### src/rtl/ps2_key_rx_fifo.sv
// PS/2 keyboard receiver: line filtering, 11-bit framing with error and timeout detection,
// E0/F0 prefix tracking, scan-code set 2 to calculator symbol translation and an event FIFO.
module ps2_key_rx_fifo #(
  parameter int unsigned FILT_LEN     = 4,
  parameter int unsigned TIMEOUT_CYC  = 50000,
  parameter int unsigned FIFO_DEPTH   = 8,
  parameter bit          REPORT_BREAK = 1'b0
) (
  input  logic                          clk,
  input  logic                          rst,
  input  logic                          PS2_CLK,
  input  logic                          PS2_DATA,
  output logic                          evt_valid,
  input  logic                          evt_ready,
  output logic [15:0]                   evt_data,
  output logic [$clog2(FIFO_DEPTH):0]   evt_count,
  output logic                          err_parity,
  output logic                          err_frame,
  output logic                          err_tmo,
  output logic                          overflow
);

  localparam int unsigned FW = (FILT_LEN > 1) ? $clog2(FILT_LEN) : 1;
  localparam int unsigned TW = $clog2(TIMEOUT_CYC);
  localparam int unsigned AW = $clog2(FIFO_DEPTH);
  localparam int unsigned CW = AW + 1;

  localparam logic [FW-1:0] FiltMax = FW'(FILT_LEN - 1);
  localparam logic [TW-1:0] TmoMax  = TW'(TIMEOUT_CYC - 1);
  localparam logic [CW-1:0] CntFull = CW'(FIFO_DEPTH);

  typedef enum logic [1:0] {StIdle, StRecv, StCheck, StPush} state_e;

  // ---------------------------------------------------------------------------
  // Synchroniser and glitch filter; bit 0 is the PS/2 clock, bit 1 the data line
  // ---------------------------------------------------------------------------
  logic [1:0]    raw;
  logic [1:0]    sync1_q, sync2_q, filt_q;
  logic [FW-1:0] fcnt_q [2];
  logic          clk_prev_q;
  logic          fall;
  logic          bit_in;

  assign raw = {PS2_DATA, PS2_CLK};

  always_ff @(posedge clk or negedge rst) begin
    if (!rst) begin
      sync1_q    <= 2'b11;
      sync2_q    <= 2'b11;
      filt_q     <= 2'b11;
      fcnt_q[0]  <= '0;
      fcnt_q[1]  <= '0;
      clk_prev_q <= 1'b1;
    end else begin
      sync1_q    <= raw;
      sync2_q    <= sync1_q;
      clk_prev_q <= filt_q[0];
      for (int i = 0; i < 2; i++) begin
        if (sync2_q[i] == filt_q[i]) begin
          fcnt_q[i] <= '0;
        end else if (fcnt_q[i] == FiltMax) begin
          filt_q[i] <= sync2_q[i];
          fcnt_q[i] <= '0;
        end else begin
          fcnt_q[i] <= fcnt_q[i] + 1'b1;
        end
      end
    end
  end

  assign fall   = clk_prev_q & ~filt_q[0];
  assign bit_in = filt_q[1];

  // ---------------------------------------------------------------------------
  // Frame FSM
  // ---------------------------------------------------------------------------
  state_e        state_q, state_d;
  logic [10:0]   sr_q, sr_d;
  logic [3:0]    bitcnt_q, bitcnt_d;
  logic [TW-1:0] tmo_q, tmo_d;
  logic          ext_q, ext_d;
  logic          brk_q, brk_d;
  logic          perr_q, perr_d;
  logic          ferr_q, ferr_d;
  logic          terr_q, terr_d;
  logic          wr_en;
  logic [7:0]    code;
  logic          frame_bad;
  logic          parity_ok;

  // Bits enter at the top, so after eleven shifts the start bit sits in sr_q[0]
  assign code      = sr_q[8:1];
  assign frame_bad = sr_q[0] | ~sr_q[10];
  assign parity_ok = ^sr_q[9:1];

  always_comb begin
    state_d  = state_q;
    sr_d     = sr_q;
    bitcnt_d = bitcnt_q;
    tmo_d    = tmo_q;
    ext_d    = ext_q;
    brk_d    = brk_q;
    perr_d   = 1'b0;
    ferr_d   = 1'b0;
    terr_d   = 1'b0;
    wr_en    = 1'b0;
    unique case (state_q)
      StIdle: begin
        if (fall) begin
          sr_d     = {bit_in, sr_q[10:1]};
          bitcnt_d = 4'd1;
          tmo_d    = '0;
          state_d  = StRecv;
        end
      end
      StRecv: begin
        if (fall) begin
          sr_d     = {bit_in, sr_q[10:1]};
          bitcnt_d = bitcnt_q + 4'd1;
          tmo_d    = '0;
          if (bitcnt_q == 4'd10) begin
            state_d = StCheck;
          end
        end else if (tmo_q == TmoMax) begin
          terr_d  = 1'b1;
          ext_d   = 1'b0;
          brk_d   = 1'b0;
          state_d = StIdle;
        end else begin
          tmo_d = tmo_q + 1'b1;
        end
      end
      StCheck: begin
        state_d = StIdle;
        if (frame_bad) begin
          ferr_d = 1'b1;
          ext_d  = 1'b0;
          brk_d  = 1'b0;
        end else if (!parity_ok) begin
          perr_d = 1'b1;
          ext_d  = 1'b0;
          brk_d  = 1'b0;
        end else if (code == 8'hE0) begin
          ext_d = 1'b1;
        end else if (code == 8'hF0) begin
          brk_d = 1'b1;
        end else begin
          state_d = StPush;
        end
      end
      StPush: begin
        wr_en   = !(brk_q && !REPORT_BREAK);
        ext_d   = 1'b0;
        brk_d   = 1'b0;
        state_d = StIdle;
      end
      default: state_d = StIdle;
    endcase
  end

  always_ff @(posedge clk or negedge rst) begin
    if (!rst) begin
      state_q  <= StIdle;
      sr_q     <= '0;
      bitcnt_q <= '0;
      tmo_q    <= '0;
      ext_q    <= 1'b0;
      brk_q    <= 1'b0;
      perr_q   <= 1'b0;
      ferr_q   <= 1'b0;
      terr_q   <= 1'b0;
    end else begin
      state_q  <= state_d;
      sr_q     <= sr_d;
      bitcnt_q <= bitcnt_d;
      tmo_q    <= tmo_d;
      ext_q    <= ext_d;
      brk_q    <= brk_d;
      perr_q   <= perr_d;
      ferr_q   <= ferr_d;
      terr_q   <= terr_d;
    end
  end

  assign err_parity = perr_q;
  assign err_frame  = ferr_q;
  assign err_tmo    = terr_q;

  // ---------------------------------------------------------------------------
  // Scan code to calculator symbol
  // ---------------------------------------------------------------------------
  logic [4:0]  sym;
  logic        known;
  logic [15:0] evt_word;

  always_comb begin
    sym   = 5'd31;
    known = 1'b1;
    case (code)
      8'h70, 8'h45: sym = 5'd0;
      8'h69, 8'h16: sym = 5'd1;
      8'h72, 8'h1E: sym = 5'd2;
      8'h7A, 8'h26: sym = 5'd3;
      8'h6B, 8'h25: sym = 5'd4;
      8'h73, 8'h2E: sym = 5'd5;
      8'h74, 8'h36: sym = 5'd6;
      8'h6C, 8'h3D: sym = 5'd7;
      8'h75, 8'h3E: sym = 5'd8;
      8'h7D, 8'h46: sym = 5'd9;
      8'h79:        sym = 5'd10;
      8'h7B:        sym = 5'd11;
      8'h7C:        sym = 5'd12;
      8'h5A:        sym = 5'd14;
      8'h66:        sym = 5'd15;
      8'h76:        sym = 5'd16;
      // Keypad slash only exists as the extended code
      8'h4A: begin
        if (ext_q) begin
          sym = 5'd13;
        end else begin
          known = 1'b0;
        end
      end
      default:      known = 1'b0;
    endcase
  end

  assign evt_word = {brk_q, ext_q, known, sym, code};

  // ---------------------------------------------------------------------------
  // Show-ahead event FIFO
  // ---------------------------------------------------------------------------
  logic [15:0]   mem_q [FIFO_DEPTH];
  logic [AW-1:0] wptr_q, rptr_q;
  logic [CW-1:0] cnt_q;
  logic          full;
  logic          pop;
  logic          push;
  logic          ovf_q;

  assign full = (cnt_q == CntFull);
  assign pop  = evt_valid & evt_ready;
  // A pop in the same cycle frees the slot the write needs
  assign push = wr_en & (~full | pop);

  always_ff @(posedge clk or negedge rst) begin
    if (!rst) begin
      for (int i = 0; i < FIFO_DEPTH; i++) begin
        mem_q[i] <= '0;
      end
      wptr_q <= '0;
      rptr_q <= '0;
      cnt_q  <= '0;
      ovf_q  <= 1'b0;
    end else begin
      ovf_q <= wr_en & full & ~pop;
      if (push) begin
        mem_q[wptr_q] <= evt_word;
        wptr_q        <= wptr_q + 1'b1;
      end
      if (pop) begin
        rptr_q <= rptr_q + 1'b1;
      end
      if (push && !pop) begin
        cnt_q <= cnt_q + 1'b1;
      end else if (pop && !push) begin
        cnt_q <= cnt_q - 1'b1;
      end
    end
  end

  assign evt_valid = (cnt_q != '0);
  assign evt_data  = mem_q[rptr_q];
  assign evt_count = cnt_q;
  assign overflow  = ovf_q;

endmodule

### config.mk
export PLATFORM = sky130hd
export DESIGN_NAME = ps2_key_rx_fifo
export DESIGN_NICKNAME = d
export VERILOG_FILES = /design/src/rtl/ps2_key_rx_fifo.sv
export SDC_FILE = /design/constraint.sdc
export NUM_CORES = 1
export LEC_CHECK = 0
export ABC_AREA = 1
export ABC_CLOCK_PERIOD_IN_PS = 3000
export CORE_UTILIZATION = 35
export DETAILED_ROUTE_END_ITERATION = 12
export PLACE_DENSITY = 0.61
export SETUP_SLACK_MARGIN = 0.4
export SYNTH_ARGS = -nofsm -noshare
export SYNTH_HDL_FRONTEND = slang
export SYNTH_SLANG_ARGS = --single-unit
export TNS_END_PERCENT = 50
### constraint.sdc
create_clock -name clk -period 3 [get_ports clk]
set_input_delay 0.3 -clock clk [delete_from_list [all_inputs] [get_ports clk]]
set_output_delay 0.3 -clock clk [all_outputs]
set_load 0.02 [all_outputs]
# Word level (Yosys, flattened, before mapping)

Index checks and enable logic that the tools add are counted.
W data, S select, Z words.

$add $sub $neg: 8
$lt $le $gt $ge: 3
Equal/unequal tests: 49
Multiplexer cells: 52
Bitwise gates (word level): 15
Reductions and logical operators: 32

Operators by type and width:

| cell                    | number |
|---|---|
| $eq A8 B7 Y1 const B    | 19 |
| $bwmux W128             | 1 |
| $mux W16                | 6 |
| $pmux W5 S17            | 1 |
| $bmux W16 S3            | 1 |
| $demux W16 S3           | 1 |
| $eq A8 B6 Y1 const B    | 6 |
| $pmux W16 S2            | 1 |
| $reduce_or A26 Y1       | 1 |
| $mux W2                 | 12 |
| $reduce_or A2 Y1        | 11 |
| $mux W1                 | 19 |
| $add A16 B1 Y16 const B | 1 |
| $eq A16 B16 Y1 const B  | 1 |
| $eq A8 B5 Y1 const B    | 2 |
| $eq A8 B8 Y1 const B    | 2 |
| $mux W4                 | 4 |
| $ne A4 B4 Y1 const B    | 3 |
| $ne A3 B3 Y1 const B    | 3 |
| $reduce_and A3 Y1       | 3 |
| $reduce_xor A9 Y1       | 1 |
| $add A4 B1 Y4 const B   | 2 |
| $eq A2 B2 Y1 const B    | 4 |
| $eq A4 B4 Y1 const B    | 2 |
| other kinds (26)        | 52 |

Register bits: 188
Output and inout port bits: 25
Logic and storage cells: 187

# Logic depth before layout (Yosys ltp)

Gate-level depths: netlist (run 1).

Depth after elaboration: 8
Gate-level depth with buffers: 14
Mapped depth without buffers: 14

# Least setup slack after synthesis (run 1)

No wires, ideal clock.

Kind: flip-flop to flip-flop
Start: register cnt_q[0] (netlist: evt_count[0])
End: register cnt_q[3] (netlist: evt_count[3])
Arrival: 2.203 ns
Required time: 2.877 ns
Slack: 0.674 ns
Stages on the path, launching flop included: 13
Path buffers: 0
Period minus slack after synthesis: 2.326 ns
Path through: dfrtp_1 nor2_1 nand3_1 nand2_1 ha_1 inv_1 ha_1 a21o_1 a21oi_1 nor2_1 nor2_1 nand2_1 xor2_1

Word-level cells in the longest chain between the ends: 7
Elaborated cells on any way between the ends: 15
Those cells by class: add/sub: 2; eq/ne: 1; mux: 2; bitwise: 4; reduce/logical: 6

Ends and longest elaborated chain:

| element                             | RTL line | source |
|---|---|---|
| start, declared                     | 235      | `logic [CW-1:0] cnt_q;` |
| start signal, assigned              | 265      | `cnt_q <= cnt_q + 1'b1;` |
| start signal, assigned              | 267      | `cnt_q <= cnt_q - 1'b1;` |
| $reduce_bool A4 Y1 (*)              | 272      | `assign evt_valid = (cnt_q != '0);` |
| named net evt_valid                 | 13       | `output logic evt_valid,` |
| $and A1 B1 Y1 (*)                   | 242      | `assign pop = evt_valid & evt_ready;` |
| $or A1 B1 Y1                        | 244      | `assign push = wr_en & (~full \| pop);` |
| $and A1 B1 Y1                       | 244      |  |
| $logic_not A1 Y1                    | 266      | `end else if (pop && !push) begin` |
| $logic_and A1 B1 Y1                 | 266      |  |
| $reduce_bool A2 Y1 (no source line) | -        |  |

The timed path passes the listed nets; every way through them passes the cells marked *. The select of a mux whose other input is x is not followed.
A chain may end at the register's enable or synchronous reset.

# Worst setup path after layout (run 1)

Start: register rptr_q[0]
End: output evt_data[9]

Word-level cells in the longest chain between the ends: 4

Ends and longest elaborated chain:

| element                                      | RTL line | source |
|---|---|---|
| start, declared                              | 234      | `logic [AW-1:0] wptr_q, rptr_q;` |
| start signal, assigned                       | 262      | `rptr_q <= rptr_q + 1'b1;` |
| $not A3 Y4 (not written as such)             | 273      | `assign evt_data = mem_q[rptr_q];` |
| $bmux W16 S3                                 | 273      |  |
| $mux W16 (not written as such) (2 in series) | 273      |  |
| end, declared                                | 15       | `output logic [15:0] evt_data,` |

Every way passes these cells. The select of a mux whose other input is x is not followed.

==> flow_metrics.py, run 1 <==
metrics = {
    "sta": {
        "period_share": 0.878,
        "fin_ws_ns": 0.366,
        "grt_setup_unrepaired": "yes",
        "finalSetupViolCount": 0,
        "hold_viol_final": 0,
        "timing.fmax_ghz": 0.380,
        "setup_tns_ns": 0,
        "relSlewSlack": 0.512,
        "worst_pin_slew_ns": 0.732,
        "final.min_clock_period_ns": 2.63,
        "slew_viol_final": 0,
        "finClkSkew_ns": 0.0130,
    },
    "place": {
        "pre_cts_ws_ns": 0.453,
        "globalplace.congestion": 0.854,
        "hpwl_mm": 14.8,
        "place_inst": 1527,
        "io_buffers": 29,
    },
    "logic_synthesis": {
        "synth-simple-area-share": 0.279,
        "yosysMostFrequentCell": "nand2_1",
        "syn_area_sq_um": 9630,
        "synth_compound_area_frac": 0.111,
        "ys_seq_area_frac": 0.489,
        "ys_top_cells_by_area": "dfrtp_1 (47%), nand2_1 (16%), nor2_1 (5.8%), o21ai_1 (3.8%), ha_1 (3.4%)",
        "ys_seq_elements": 188,
        "synth_edf_count": 0,
        "avgSynthCellArea_sq_um": 8.13,
        "syn_nets": 1217,
        "synth.distinct_cells": 45,
        "synth_top_cells_by_count": "nand2_1 (406), dfrtp_1 (181), nor2_1 (148)",
        "synthFlopType": "dfrtp_1",
        "synth.top_cell.area_share": 0.470,
        "synth-async-reset-ratio": 1.00,
        "synth_mux_area_frac": 0.00351,
        "synth_fa_ha_area_frac": 0.0359,
        "yosysWarnings": 0,
        "synth_top_family_by_area": "simple AND/OR/NAND/NOR gates",
        "synth_cells": 1185,
        "synth_xor_area_frac": 0.0127,
        "synth_area_leader_cell": "dfrtp_1",
    },
    "clock_network": {
        "tritoncts": "built",
        "root_buffer": "clkbuf_16",
        "ctsHtreeMaxLevel": 4,
        "cts_sinks": 188,
        "cts_buffers": 17,
        "clockBufferDepth": 2,
        "path_clk_slew_ns": 0.07,
        "clk_latency_ns": 0.44,
    },
    "die": {
        "die_y_microns": 168,
        "fp.dieW_microns": 168,
        "die-area_sq_um": 28200,
        "ios": 30,
        "rows": 60,
        "core_sq_um": 27000,
        "start_util": 0.357,
    },
    "worst_hold_path": {
        "min_to": "sync1_q[0]",
        "min-delay-start": "PS2_CLK",
        "hold_depth": 1,
        "hold_path_class": "in -> reg",
    },
    "worst_setup_path": {
        "reg2reg_depth": 12,
        "cp-start-kind": "flip-flop",
        "criticalPathCategory": "reg -> out",
        "rr_endpoint": "mem_q[61]",
        "reg2reg_from": "sr_q[1]",
        "path_max_fanout": 32,
        "critPathRequiredTime_ns": 2.70,
        "endpoint_kind": "output pin",
        "rrSetupSlack_ns": 0.60,
        "critPathArrivalTime_ns": 2.33,
    },
    "grt": {
        "antenna_found_initial": 0,
        "track_usage": 0.176,
        "grt_pass1_vias": 7703,
        "grt.overflow.total": 0,
        "grt_max_degree": 88,
        "grt_pass1_wl_mm": 39.7,
    },
    "outcome": {
        "status": "completed",
    },
    "detailed_routing": {
        "ant_nets": 0,
        "drc_errors": 0,
        "drt_iter0_drc": 590,
        "via_per_inst": 5.04,
        "vias": 7872,
        "dr.pass1.iters": 6,
        "drt-wirelength-per-cell_microns": 15.0,
        "routed_wl_mm": 23.4,
    },
    "final_layout": {
        "area_delta_synth_final_pct": 14.2,
        "antenna_cells": 0,
        "fin_cells": 1563,
        "multi_input_area_sq_um": 4280,
        "final_nets": 1241,
        "register_area_sq_um": 4720,
        "drive_above_1_share": 0.0925,
        "fill_cells": 2700,
    },
    "power_and_ir_drop": {
        "leakage_nw": 5.43,
        "power_density_nw_per_um2": 893,
        "ir_drop_v": 0.000506,
    },
    "flow_run": {
        "max_cap_violations": 0,
    },
}
==> sequential cells by signal (all words and copies together), names as in the netlist <==
register    count
ext_q           1
bitcnt_q        4
clk_prev_q      1
tmo_q          16
overflow        1
state_q         2
mem_q         128
sync1_q         2
wptr_q          3
err_parity      1
rptr_q          3
sync2_q         2
err_frame       1
fcnt_q          4
filt_q          2
err_tmo         1
brk_q           1
sr_q           11
evt_count       4
==> timing repair <==
action / in CTS / in global routing
endpoints found under the hold margin: 85 / 0
cloned: 2 / 0
buffers inserted: 1 / 0
resized for setup: 10 / 11
endpoints found under the setup margin: 16 / 18
hold buffers: 1 / 0
==> layout by cell type (no fill, tap or decap), types with 2 or more instances in the layout <==
cell type / n
xnor2_1: 5
nor2_4: 10
clkbuf_16: 17
clkdlybuf4s50_1: 13
bufbuf_16: 2
inv_2: 5
inv_8: 7
nand2_1: 406
o21ai_2: 4
o21ai_1: 73
nor2_2: 2
clkinv_8: 2
o32ai_1: 30
nand2_4: 7
xor2_1: 9
nand3_1: 36
a21oi_1: 12
buf_4: 13
nand4_1: 13
nor2_1: 148
inv_1: 59
inv_4: 8
dlymetal6s2s_1: 9
nand2_8: 2
dfstp_2: 7
o21ai_0: 54
nor3_1: 10
ha_1: 26
inv_6: 4
o32ai_2: 2
buf_12: 7
dlygate4sd2_1: 6
dfrtp_1: 179
mux2_2: 3
clkinv_1: 9
==> worst max path at each step <==
| stage | from | endpoint | slack [ns] | cells past startpoint |
|---|---|---|---|---|
| 2_1_floorplan | evt_count[0] | evt_count[3] | 0.67 | 12 |
| 3_3_place_gp | evt_ready | evt_count[3] | 0.46 | 14 |
| 3_5_place_dp | evt_ready | evt_count[3] | 0.45 | 14 |
| 4_1_cts | rptr_q[0] | evt_data[12] | 0.31 | 7 |
| 5_1_grt | rptr_q[0] | evt_data[9] | 0.27 | 6 |
| 6_report | rptr_q[0] | evt_data[9] | 0.37 | 6 |
==> metal layers <==
| layer | wire [microns] | GRT usage |
|---|---|---|
| met1 | 11100 | 0.240 |
| met5 | 0 | 0 |
| met3 | 946 | 0.0277 |
| met4 | 184 | 0.0423 |
| met2 | 11200 | 0.292 |
==> metrics by stage <==
step                      power, mW  cell area, sq um  hold WS (ns)   util
after global routing           10.5             11000         0.252  0.408
final                          9.83             11000         0.268  0.408
after detailed placement       7.40             10300         0.351  0.381
after floorplan                5.96              9630       0.00441      -
after CTS                      9.92             11000         0.260  0.407
after global placement         7.35             10300         0.347  0.381
==> critical path: stages (launching register included) <==
cell and delay [ns]:
dfrtp_2 0.49, bufbuf_16 0.38, o21ai_0 0.12, o32ai_1 0.12, nand2_1 0.10, nand2_1 0.09, clkdlybuf4s50_1 0.60
==> cell families after synthesis <==
kind of cell	count (synthesis)
fa+ha+maj	27
mux	3
simple gates	640
flops	188
compound gates	183
buf+inv	130
xor+xnor	14
==> layout make-up <==
cell class,instances,share of cell area
clock buffer,17,0.0387
clock inverter,15,0.0172
inverter,83,0.0313
multi-input combinational,867,0.389
sequential,188,0.429
tap,341,0.0388
timing repair buffer,52,0.0565
==> report_power, final <==
group | switching (mW) | internal, mW | leakage [nW] | total, mW
Clock | 1.13 | 1.21 | 0.299 | 2.35
Combinational | 2.58 | 1.57 | 2.59 | 4.15
Sequential | 0.353 | 2.97 | 2.54 | 3.32
Power figures use the tool's default switching activity.
==> run 2: changes to the inputs <==
Settings changed: ABC_CLOCK_PERIOD_IN_PS 3000 to 2700, REMOVE_ABC_BUFFERS set to 1.
Clock period 3 ns to 2.7 ns, I/O delays scaled along.
==> flow_metrics.py, run 2 (synthesized netlist as in run 1, its figures left out) <==
metrics = {
    "sta": {
        "slew_viol_final": 0,
        "relSlewSlack": 0.621,
        "setup_tns_ns": 0,
        "period_share": 0.840,
        "worst_pin_slew_ns": 0.568,
        "finClkSkew_ns": 0.0132,
        "finalSetupViolCount": 0,
        "grt_setup_unrepaired": "yes",
        "final.min_clock_period_ns": 2.27,
        "timing.fmax_ghz": 0.441,
        "hold_viol_final": 0,
    },
    "grt": {
        "grt_max_degree": 67,
        "track_usage": 0.176,
        "antenna_found_initial": 0,
        "grt_pass1_wl_mm": 39.5,
        "grt_pass1_vias": 7581,
        "grt.overflow.total": 0,
    },
    "worst_setup_path": {
        "rrSetupSlack_ns": 0.55,
        "crit_path_max_incr_delay_ns": 0.44,
        "endpoint_kind": "output pin",
        "path_max_fanout": 29,
        "cp_slowest_cell": "dfrtp_2",
        "crit_cells": 7,
        "reg2reg_depth": 12,
        "criticalPathCategory": "reg -> out",
        "critPathRequiredTime_ns": 2.43,
        "crit_buf_inv": 3,
        "rr_endpoint": "mem_q[45]",
        "cp_top_family": "buffers and inverters",
        "critPathArrivalTime_ns": 2.00,
        "worstPathCellList": "inv_2, buf_12, nor2_1, o32ai_1, nand2_1, nand2_1, clkdlybuf4s15_1",
        "crit_end": "evt_data[13]",
        "cp_common_cell": "nand2_1",
        "cp-start-kind": "flip-flop",
        "startpoint": "rptr_q[0]",
        "reg2reg_from": "sr_q[8]",
    },
    "die": {
        "core_sq_um": 27000,
        "ios": 30,
        "fp.dieW_microns": 168,
        "die_y_microns": 168,
        "die-area_sq_um": 28200,
        "rows": 60,
        "start_util": 0.357,
    },
    "outcome": {
        "status": "completed",
    },
    "detailed_routing": {
        "dr.pass1.iters": 5,
        "drc_errors": 0,
        "routed_wl_mm": 23.6,
        "drt-wirelength-per-cell_microns": 15.1,
        "vias": 7808,
        "ant_nets": 0,
        "drt_iter0_drc": 608,
        "via_per_inst": 4.98,
    },
    "clock_network": {
        "tritoncts": "built",
        "root_buffer": "clkbuf_16",
        "cts_sinks": 188,
        "cts_buffers": 17,
        "clk_latency_ns": 0.43,
        "clockBufferDepth": 2,
        "path_clk_slew_ns": 0.07,
        "ctsHtreeMaxLevel": 4,
    },
    "final_layout": {
        "final_common_cell": "nand2_1",
        "fill_cells": 2710,
        "mostFrequentLayoutCells": "nand2_1 (405), dfrtp_1 (177), nor2_1 (147)",
        "largest_reg_flops": 128,
        "final_nets": 1248,
        "reg.largest.list": "mem_q (128), tmo_q (16), sr_q (11)",
        "antenna_cells": 0,
        "area_delta_synth_final_pct": 13.8,
        "drive_above_1_share": 0.105,
        "largest-register": "mem_q",
    },
    "power_and_ir_drop": {
        "power.total_mw": 10.7,
        "power_density_nw_per_um2": 976,
        "leakage_nw": 5.40,
        "ir_drop_v": 0.000654,
    },
    "place": {
        "hpwl_mm": 14.8,
        "globalplace.congestion": 0.843,
        "io_buffers": 29,
    },
    "flow_run": {
        "max_cap_violations": 0,
    },
    "worst_hold_path": {
        "hold_path_class": "in -> reg",
    },
}
## run 2: how the worst min path moves through the flow
stage               startpoint            to  slack (ns)  cells past startpoint
floorplan                  rst   bitcnt_q[0]       -0.03                      0
global placement           rst  evt_count[0]        0.31                      1
detailed placement         rst  evt_count[1]        0.32                      1
CTS                    PS2_CLK    sync1_q[0]        0.23                      1
global route           PS2_CLK    sync1_q[0]        0.25                      1
finish                 PS2_CLK    sync1_q[0]        0.25                      1
## run 2: layout make-up
cell class                      instances  area [sq um]  share of cell area
Tap cell                              341           427              0.0389
Sequential cell                       188          4720               0.430
Timing Repair Buffer                   59           599              0.0547
Clock inverter                         12           150              0.0137
Clock buffer                           19           443              0.0404
Inverter                               83           337              0.0307
Multi-Input combinational cell        867          4290               0.391
## run 2: timing repair
action | CTS | global route
hold buffers | 1 | 0
hold endpoints to repair | 58 | 0
gates resized for setup | 11 | 25
setup buffers | 0 | 2
setup endpoints to repair | 16 | 25
## run 2: per-stage QoR
stage / cells / util / setup WS, ns / instance area (sq um) / hold slack (ns)
floorplan: 1138 / - / -0.260 / 9310 / -0.0256
global placement: 1535 / 0.383 / 0.186 / 10300 / 0.315
detailed placement: 1535 / 0.383 / 0.152 / 10300 / 0.319
CTS: 1567 / 0.405 / 0.151 / 10900 / 0.230
global route: 1569 / 0.407 / 0.336 / 11000 / 0.248
finish: 1569 / 0.407 / 0.431 / 11000 / 0.245
## run 2: where the power goes
group	total, mW	leakage [nW]	internal, mW	switching, mW
clock	2.58	0.291	1.42	1.16
combinational	4.48	2.57	1.61	2.87
sequential	3.64	2.54	3.30	0.344
total	10.7	5.40	6.33	4.37
## run 2: routing by layer
layer	up-vias	part of all wire	routed length, microns	GRT usage
met1	3726	0.51	11900	0.259
met4	0	0.0099	235	0.0447
met5	-	0	0	0
li1	3884	-	-	-
met2	177	0.44	10300	0.271
met3	21	0.048	1130	0.0277
==> run 3: changes to the inputs <==
Settings changed: ABC_CLOCK_PERIOD_IN_PS 2700 to 1830, PLACE_DENSITY 0.61 to 0.63.
Clock period 2.7 ns to 1.83 ns, I/O delays scaled along.
==> flow_metrics.py, run 3 (synthesized netlist as in run 1, its figures left out) <==
metrics = {
    "outcome": {
        "status": "complete, but fails checks",
        "violations": "negative setup slack",
    },
    "sta": {
        "relSlewSlack": 0.765,
        "hold_viol_final": 0,
        "grt_setup_unrepaired": "yes",
        "finClkSkew_ns": 0.0114,
        "final.min_clock_period_ns": 2.06,
        "finalSetupViolCount": 67,
        "fin_ws_ns": -0.233,
        "period_share": 1.13,
        "worst_pin_slew_ns": 0.351,
        "slew_viol_final": 0,
        "timing.fmax_ghz": 0.485,
        "timing.hold.ws_ns": 0.147,
    },
    "die": {
        "ios": 30,
        "die-area_sq_um": 28200,
        "die_y_microns": 168,
        "core_sq_um": 27000,
        "rows": 60,
        "start_util": 0.357,
        "fp.dieW_microns": 168,
    },
    "worst_setup_path": {
        "critPathRequiredTime_ns": 1.65,
        "critPathArrivalTime_ns": 1.88,
        "criticalPathCategory": "reg -> out",
        "endpoint_kind": "output pin",
        "worstPathCellList": "inv_8, buf_12, nor2_1, o32ai_2, nand2_1, nand2_2, buf_6",
        "crit_path_max_incr_delay_ns": 0.47,
        "path_max_fanout": 8,
        "cp-start-kind": "flip-flop",
        "cp_slowest_cell": "dfrtp_2",
    },
    "final_layout": {
        "reg.largest.list": "mem_q (128), tmo_q (16), sr_q (11)",
        "area_delta_synth_final_pct": 48.0,
        "largest_reg_flops": 128,
        "antenna_cells": 0,
        "largest-register": "mem_q",
        "mostFrequentLayoutCells": "nand2_1 (266), dfrtp_1 (174), nand2_2 (104)",
        "drive_above_1_share": 0.433,
        "register_area_sq_um": 4720,
        "final_common_cell": "nand2_1",
        "fill_cells": 2329,
        "final_nets": 1390,
        "multi_input_area_sq_um": 5750,
    },
    "clock_network": {
        "clk_latency_ns": 0.45,
        "ctsHtreeMaxLevel": 4,
        "cts_sinks": 188,
        "clockBufferDepth": 2,
        "cts_buffers": 17,
        "path_clk_slew_ns": 0.07,
        "tritoncts": "built",
        "root_buffer": "clkbuf_16",
    },
    "grt": {
        "antenna_found_initial": 0,
        "grt_max_degree": 59,
        "grt_pass1_vias": 8632,
        "grt_pass1_wl_mm": 44.1,
        "track_usage": 0.198,
        "grt.overflow.total": 0,
    },
    "place": {
        "pre_cts_ws_ns": -0.473,
        "globalplace.congestion": 0.907,
        "hpwl_mm": 16.2,
        "io_buffers": 29,
    },
    "power_and_ir_drop": {
        "ir_drop_v": 0.000879,
        "leakage_nw": 6.69,
        "power_density_nw_per_um2": 1460,
    },
    "worst_hold_path": {
        "hold_path_class": "in -> reg",
    },
    "flow_run": {
        "max_cap_violations": 0,
    },
    "detailed_routing": {
        "ant_nets": 0,
        "drc_errors": 0,
        "vias": 8911,
        "drt_iter0_drc": 746,
        "routed_wl_mm": 29.9,
        "dr.pass1.iters": 4,
        "via_per_inst": 5.21,
        "drt-wirelength-per-cell_microns": 17.5,
    },
}
==> run 3: cell count changes in the layout (fill, tap and decap cells not counted), moves of 29 or more <==
cell / previous run / this run
nand2_2: 2 / 104
nor2_2: 2 / 33
buf_6: 0 / 40
nand2_4: 7 / 36
nor2_1: 147 / 102
buf_4: 23 / 100
nand2_1: 405 / 266
==> run 3: worst paths after layout <==
check                             startpoint           end  slack, ns  cells after the start
worst min register to register    sync1_q[0]    sync2_q[0]       0.36                      0
worst max-delay path               rptr_q[0]  evt_data[13]      -0.23                      7
worst max register to register  evt_count[1]  evt_count[3]      -0.19                     13
max in group asynchronous                rst       sr_q[5]       0.95                      3
worst min-delay path                 PS2_CLK    sync1_q[0]       0.15                      1
min in group asynchronous                rst    mem_q[105]       0.21                      2
==> run 3: layout make-up <==
cell class / instances / share of cell area
Timing Repair Buffer: 198 / 0.163
Clock inverter: 12 / 0.00930
Clock buffer: 20 / 0.0320
Sequential cell: 188 / 0.331
Timing Repair inverter: 2 / 0.00325
Tap cell: 341 / 0.0299
Multi-Input combinational cell: 868 / 0.403
Inverter: 83 / 0.0284
==> run 3: timing repair <==
item,CTS,global route
hold buffers,1,0
gates resized for setup,340,279
endpoints found under the hold margin,33,0
buffers inserted,28,17
gates cloned,10,9
endpoints found under the setup margin,191,195
pin swaps,63,149
==> run 3: metal layers <==
metal	routed length, microns	part of all wire	vias up	global-route usage
met5	0	0	-	0
met2	14500	0.48	257	0.320
met4	842	0.028	0	0.0886
met1	13100	0.44	4400	0.262
li1	-	-	4196	-
met3	1420	0.047	58	0.0299
==> run 3: power breakdown <==
group | internal [mW] | switching [mW]
logic | 5.34 | 6.17
registers | 4.88 | 0.620
clock network | 2.10 | 1.71
==> run 3: metrics by stage <==
| stage | utilization | TNS, ns | std cells | instance area (sq um) | power [mW] |
|---|---|---|---|---|---|
| finish | 0.529 | -9.72 | 1712 | 14300 | 20.8 |
| global route | 0.529 | -15.79 | 1712 | 14300 | 21.9 |
| CTS | 0.481 | -5.27 | 1686 | 12900 | 18.8 |
| detailed placement | 0.410 | -11.38 | 1615 | 11000 | 12.6 |
| global placement | 0.410 | -8.36 | 1615 | 11000 | 12.5 |
| floorplan | - | -21.97 | 1138 | 9310 | 9.56 |
==> run 3: worst max-delay path, delay by kind of cell (launching register included) <==
family | cells | cell delay, ns
buf+inv | 3 | 0.40
simple gates | 3 | 0.27
compound gates | 1 | 0.29
flops | 1 | 0.47
